[config.mk]
export PLATFORM = sky130hd
export DESIGN_NAME = readreg_hold_stage
export DESIGN_NICKNAME = d
export VERILOG_FILES = /design/src/rtl/readreg_hold_stage.sv
export SDC_FILE = /design/constraint.sdc
export NUM_CORES = 2
export LEC_CHECK = 0
export BUFFER_PORTS_ARGS = -buffer_cell sky130_fd_sc_hd__buf_2
export CAP_MARGIN = 20
export CORE_AREA = 2 2 443 445
export DETAILED_ROUTE_END_ITERATION = 8
export DIE_AREA = 0 0 445 447
export GPL_TIMING_DRIVEN = 0
export PLACE_DENSITY = 0.41
export SLEW_MARGIN = 20
export SYNTH_ARGS = -nofsm -noshare
export SYNTH_HDL_FRONTEND = slang
export SYNTH_SLANG_ARGS = --single-unit
[constraint.sdc]
create_clock -name clk -period 18.2 [get_ports clk]
set_input_delay 3.64 -clock clk [delete_from_list [all_inputs] [get_ports clk]]
set_output_delay 3.64 -clock clk [all_outputs]
set_load 0.01 [all_outputs]
[src/rtl/readreg_hold_stage.sv]
// Register-read stage with a one-entry output slot that keeps snooping feedback
// channels while issue stalls, so operands missing at capture can be filled in place.
module readreg_hold_stage #(
    parameter int LANES     = 2,
    parameter int FB_NUM    = 4,
    parameter int PHY_ID_W  = 6,
    parameter int DATA_W    = 32,
    parameter int PAYLOAD_W = 128,
    parameter int CNT_W     = 32
) (
    input  logic                          clk,
    input  logic                          rst,
    input  logic                          in_valid,
    output logic                          in_ready,
    input  logic [LANES-1:0]              in_lane_enable,
    input  logic [LANES*2*PHY_ID_W-1:0]   in_rs_phy,
    input  logic [LANES*2-1:0]            in_need_map,
    input  logic [LANES*2*DATA_W-1:0]     in_alt_value,
    input  logic [LANES*PAYLOAD_W-1:0]    in_payload,
    output logic [LANES*2*PHY_ID_W-1:0]   phyf_id,
    input  logic [LANES*2*DATA_W-1:0]     phyf_data,
    input  logic [LANES*2-1:0]            phyf_data_valid,
    input  logic [FB_NUM-1:0]             fb_enable,
    input  logic [FB_NUM*PHY_ID_W-1:0]    fb_phy_id,
    input  logic [FB_NUM*DATA_W-1:0]      fb_value,
    input  logic                          flush,
    output logic                          out_valid,
    input  logic                          out_ready,
    output logic [LANES-1:0]              out_lane_enable,
    output logic [LANES*PAYLOAD_W-1:0]    out_payload,
    output logic [LANES*2*DATA_W-1:0]     out_src_value,
    output logic [LANES*2-1:0]            out_src_loaded,
    output logic [CNT_W-1:0]              stall_cycles
);
    localparam int SRCS = LANES * 2;

    logic                        in_fire;
    logic                        hold;
    logic [SRCS*PHY_ID_W-1:0]    held_rs;
    logic [SRCS*DATA_W-1:0]      cap_value;
    logic [SRCS-1:0]             cap_loaded;
    logic [SRCS*DATA_W-1:0]      snoop_value;
    logic [SRCS-1:0]             snoop_hit;

    assign in_ready = !flush && (!out_valid || out_ready);
    assign in_fire  = in_valid && in_ready;
    assign hold     = out_valid && !out_ready && !flush;
    assign phyf_id  = in_rs_phy;

    // Feedback loops run high-to-low so the lowest-index matching channel wins.
    always_comb begin
        cap_value  = '0;
        cap_loaded = '0;
        for (int s = 0; s < SRCS; s++) begin
            if (!in_lane_enable[s/2] || !in_need_map[s]) begin
                cap_value[s*DATA_W +: DATA_W] = in_alt_value[s*DATA_W +: DATA_W];
                cap_loaded[s] = 1'b1;
            end else if (phyf_data_valid[s]) begin
                cap_value[s*DATA_W +: DATA_W] = phyf_data[s*DATA_W +: DATA_W];
                cap_loaded[s] = 1'b1;
            end else begin
                for (int c = FB_NUM - 1; c >= 0; c--) begin
                    if (fb_enable[c] &&
                        fb_phy_id[c*PHY_ID_W +: PHY_ID_W] == in_rs_phy[s*PHY_ID_W +: PHY_ID_W]) begin
                        cap_value[s*DATA_W +: DATA_W] = fb_value[c*DATA_W +: DATA_W];
                        cap_loaded[s] = 1'b1;
                    end
                end
            end
        end
    end

    always_comb begin
        snoop_value = '0;
        snoop_hit   = '0;
        for (int s = 0; s < SRCS; s++) begin
            for (int c = FB_NUM - 1; c >= 0; c--) begin
                if (fb_enable[c] &&
                    fb_phy_id[c*PHY_ID_W +: PHY_ID_W] == held_rs[s*PHY_ID_W +: PHY_ID_W]) begin
                    snoop_value[s*DATA_W +: DATA_W] = fb_value[c*DATA_W +: DATA_W];
                    snoop_hit[s] = 1'b1;
                end
            end
        end
    end

    always_ff @(posedge clk or posedge rst) begin
        if (rst) begin
            out_valid       <= 1'b0;
            out_lane_enable <= '0;
            out_payload     <= '0;
            out_src_value   <= '0;
            out_src_loaded  <= '0;
            held_rs         <= '0;
        end else if (flush) begin
            out_valid       <= 1'b0;
            out_lane_enable <= '0;
        end else if (in_fire) begin
            out_valid       <= 1'b1;
            out_lane_enable <= in_lane_enable;
            out_payload     <= in_payload;
            out_src_value   <= cap_value;
            out_src_loaded  <= cap_loaded;
            held_rs         <= in_rs_phy;
        end else if (out_valid && out_ready) begin
            out_valid <= 1'b0;
        end else if (hold) begin
            for (int s = 0; s < SRCS; s++) begin
                if (out_lane_enable[s/2] && !out_src_loaded[s] && snoop_hit[s]) begin
                    out_src_value[s*DATA_W +: DATA_W] <= snoop_value[s*DATA_W +: DATA_W];
                    out_src_loaded[s] <= 1'b1;
                end
            end
        end
    end

    always_ff @(posedge clk or posedge rst) begin
        if (rst) begin
            stall_cycles <= '0;
        end else if (hold && stall_cycles != {CNT_W{1'b1}}) begin
            stall_cycles <= stall_cycles + {{(CNT_W-1){1'b0}}, 1'b1};
        end
    end

endmodule
**Word level (Yosys, flattened, before mapping)**

Cells that the tools add are included.

- Flip-flop bits (word level): 447
- Logic and storage cells: 224

- $add $sub $neg: 1
- Eq/ne operators: 34
- Mux-type cells: 99
- Bitwise logic cells: 1
- Reductions and logical operators: 76

Operator list:

| kind | count |
|---|---|
| 2-to-1 mux 32 bit | 44 |
| 2-to-1 mux 128 bit | 3 |
| == test 6 bit | 32 |
| 2-to-1 mux 1 bit | 47 |
| logical AND 1 bit | 46 |
| adder 32 x 1 -> 32 bit, second input constant | 1 |
| != test 32 bit, second input constant | 1 |
| AND reduction 4 bit | 4 |
| logical NOT 1 bit | 13 |
| 2-to-1 mux 4 bit | 3 |
| nonzero test 2 bit | 6 |
| logical OR 1 bit | 5 |
| 2-to-1 mux 2 bit | 2 |
| nonzero test 3 bit | 1 |
| != test 2 bit, second input constant | 1 |
| AND reduction 2 bit | 1 |
| inverter 1 bit | 1 |

**Depth between registers and ports, before layout**

- Word-level depth: 11
- Depth in mapped cells: 11

**Worst setup path before layout**

OpenSTA, ideal clock, no wires.

- Path kind: input to output
- From: input out_ready
- To: output in_ready
- Arrival time: 3.942 ns
- Data required time: 14.560 ns
- Setup slack: 10.618 ns
- Stages: 2
- Buffers on the path: 0
- Cells stage by stage: nor2b_1 nor2_1

- Word-level cells in the longest chain between the ends: 2

RTL lines:

| what | RTL line | text |
|---|---|---|
| start: declaration | 28 | `input logic out_ready,` |
| logical OR 1 bit | 45 | `assign in_ready = !flush && (!out_valid \|\| out_ready);` |
| logical AND 1 bit | 45 |  |
| end: declaration | 14 | `output logic in_ready,` |

Every way passes these cells.

**Worst setup path after layout**

Ends and elaborated chain as after synthesis.

==> run metrics <==
status=complete, but fails checks; failing checks=DRC; synthesized flop and latch total=447; Layout fillers=22152; Post-Route M1 WL=94.4 mm; PortBufs=1056; crit start category=primary input; antenna violations before repair=116; Post-Route WL=262 mm; nature of the critical path endpoint=primary output; sequential share of the synthesized area=37.7%; Mapped Cells=3823; CP max stage delay=0.30 ns; syn_nets=4531; Max transition margin=12.6%; CTS clk-pin slew, worst paths=0.06 ns; Core Area=194000 µm²; Root Buffer=clkbuf_16; most common cell after layout, fill and taps aside=nand2_1; pin count of the biggest net entering global routing=93; buffer and inverter count on the worst path=2; DRT iter0 DRCs=4100; met2 routed WL=128 mm; critical path, cell by cell=buf_2 -> nor2b_1 -> nor2_1 -> buf_2; Final setup viols=0; Top Metal Used=met5; routed vias/inst=4.89; gr usage total=25.2%; post_cts resized=0; Pwr per Cell Area=85.1 nW/µm²; worst path required time=14.56 ns; routed wl met3=19.0 mm; Post-synth top flop=dfrtp_1; Die Width=445 µm; number of global-route vias before repair=36590; Area growth, synth to finish=36.9%; Tcrit/Tclk final=43.8%; Final Hold Fails=0; Routed WL per cell=34.5 µm; crit-path max FO=4; max cap viols=0; asr flop ratio synth=100%; io pins=1155; VDD IR max=88.4 µV; Vias=37113; Worst-Skew Late Latency=0.73 ns; layout cell share with drive strength beyond 1=26.1%; min cycle time layout=7.97 ns; Power, Total=3.46 mW; Post-synth EDFFs=0; CP arrival=4.33 ns; Max stage delay cell, worst path=nor2b_1; delay-heaviest family, CP=simple AND/OR/NAND/NOR gates; # nets final=5667; RSZ-0062 raised after global routing=no; Cell Rows=162; global-route wire length before repair=341 mm; Setup Skew=0.0420 ns; DP Wirelength=218 mm; Hold-fix buffers, CTS=0; number of remaining DRC errors=9; fin util=20.9%; Min-Delay Path Class=flip-flop to flip-flop; DRT Pass-1 Iters=9; clock tree from TritonCTS=yes; mapped cell area=29700 µm²; Die ar.=199000 µm²; aggregate global routing overflow=0; DIE HEIGHT=447 µm; FMAX=0.125 GHz; CTS max path bufs=3; most used cell, CP=buf_2; Initial Utilization=15.3%; post-synth cell types=72; LEAKAGE=18.0 nW; max-slew violation count=0; Avg Cell Area, Syn=7.76 µm²; actual slew at the worst max-slew pin=1.31 ns; most frequent cells in the layout=nand2_1 (1116), buf_2 (1109), dfrtp_1 (447); Final Wtd Congestion=1.00; ANT nets after route=0; post-CTS setup buffers=0; H-Tree Level Count=2; Syn. warnings=0; CTS Buf Count=61; clk sink count=447; Crit Path Category=primary input to primary output
-- metal layers --
| layer | track usage, % | vias up |
|---|---|---|
| met2 | 43.5 | 2133 |
| met3 | 5.28 | 624 |
| met5 | 0 | - |
| met4 | 17.0 | 40 |
| li1 | - | 15889 |
| met1 | 27.7 | 18427 |
-- worst paths after layout --
path	startpoint	end	slack [ns]	depth (start not counted)
worst max-delay path	out_ready	in_ready	10.23	4
worst min-delay path	out_payload[27]	out_payload[27]	0.47	2
worst max register to register	out_valid	out_src_value[35]	14.23	10
worst min register to register	out_payload[27]	out_payload[27]	0.47	2
max in group asynchronous	rst	out_payload[2]	13.75	5
min in group asynchronous	rst	out_payload[212]	3.06	3
-- flip-flops by register name, summed over array words and instances, names as in the netlist --
register	cells
held_rs	24
out_payload	256
stall_cycles	32
out_valid	1
out_src_value	128
out_lane_enable	2
out_src_loaded	4
-- stage by stage --
| step | TNS, ns | worst slack [ns] | hold WS, ns | std cells | cell area, µm² |
|---|---|---|---|---|---|
| after global placement | -2391.69 | -5.50 | 0.456 | 7421 | 38100 |
| final | 0 | 10.23 | 0.468 | 7592 | 40600 |
| after detailed placement | 0 | 10.22 | 0.456 | 7437 | 38500 |
| after global routing | 0 | 10.10 | 0.488 | 7582 | 40600 |
| after CTS | 0 | 10.21 | 0.471 | 7547 | 40500 |
| after floorplan | 0 | 2.10 | 0.514 | 3823 | 29700 |
-- Yosys cell counts, drive strengths merged, types with 35 or more instances --
| cell type | instances | area, µm² |
|---|---|---|
| xnor2 | 143 | 1270 |
| o211ai | 117 | 883 |
| a31oi | 46 | 288 |
| nor2 | 139 | 524 |
| nand2 | 1116 | 4190 |
| a221oi | 114 | 998 |
| a221o | 50 | 500 |
| nand4 | 35 | 219 |
| and3 | 41 | 257 |
| o21ai | 194 | 971 |
| and2 | 61 | 382 |
| nand3 | 121 | 606 |
| o221ai | 91 | 797 |
| dfrtp | 447 | 11200 |
| a21oi | 134 | 671 |
| clkbuf | 350 | 1320 |
| a22oi | 52 | 390 |
| nor3 | 67 | 335 |
| buf | 114 | 659 |
| xor2 | 80 | 701 |
-- kinds of logic (layout without fill, tap and decap cells) --
group                    after synthesis  count (layout)  share of synthesized area, %
multiplexers                           1               1                        0.0380
XOR/XNOR                             223             223                          6.64
adder cells (fa/ha/maj)                1               1                        0.0422
other                                  0              44                             0
AO/OA/AOI/OAI                       1017            1017                          25.0
flip-flops                           447             447                          37.7
AND/OR/NAND/NOR                     1646            1646                          23.6
buffers and inverters                488            1671                          6.96
-- area by class of cell --
class	count	area, µm²	share of cell area (%)
antenna	44	110	0.271
buffer	464	1990	4.90
clock buffer	88	1740	4.28
clock inverter	22	231	0.570
inverter	24	97.6	0.240
multi-input combinational	2888	16500	40.5
sequential	447	11200	27.5
tap	2542	3180	7.83
timing repair buffer	1073	5610	13.8
-- where the power goes --
group | internal [mW] | switching (mW)
combinational | 0.322 | 0.653
sequential | 1.14 | 0.108
clock | 0.691 | 0.547
total | 2.15 | 1.31
-- worst register-to-register path, stage by stage (launching register included) --
cell      delay (ns)
dfrtp_1         0.39
nor2b_1         0.19
nor2_1          0.16
and2_1          0.14
clkbuf_2        0.48
clkbuf_2        0.27
buf_12          0.21
clkbuf_1        0.87
clkbuf_2        0.70
o211ai_1        0.30
o211ai_1        0.17
(Power assumes the default switching activity.)
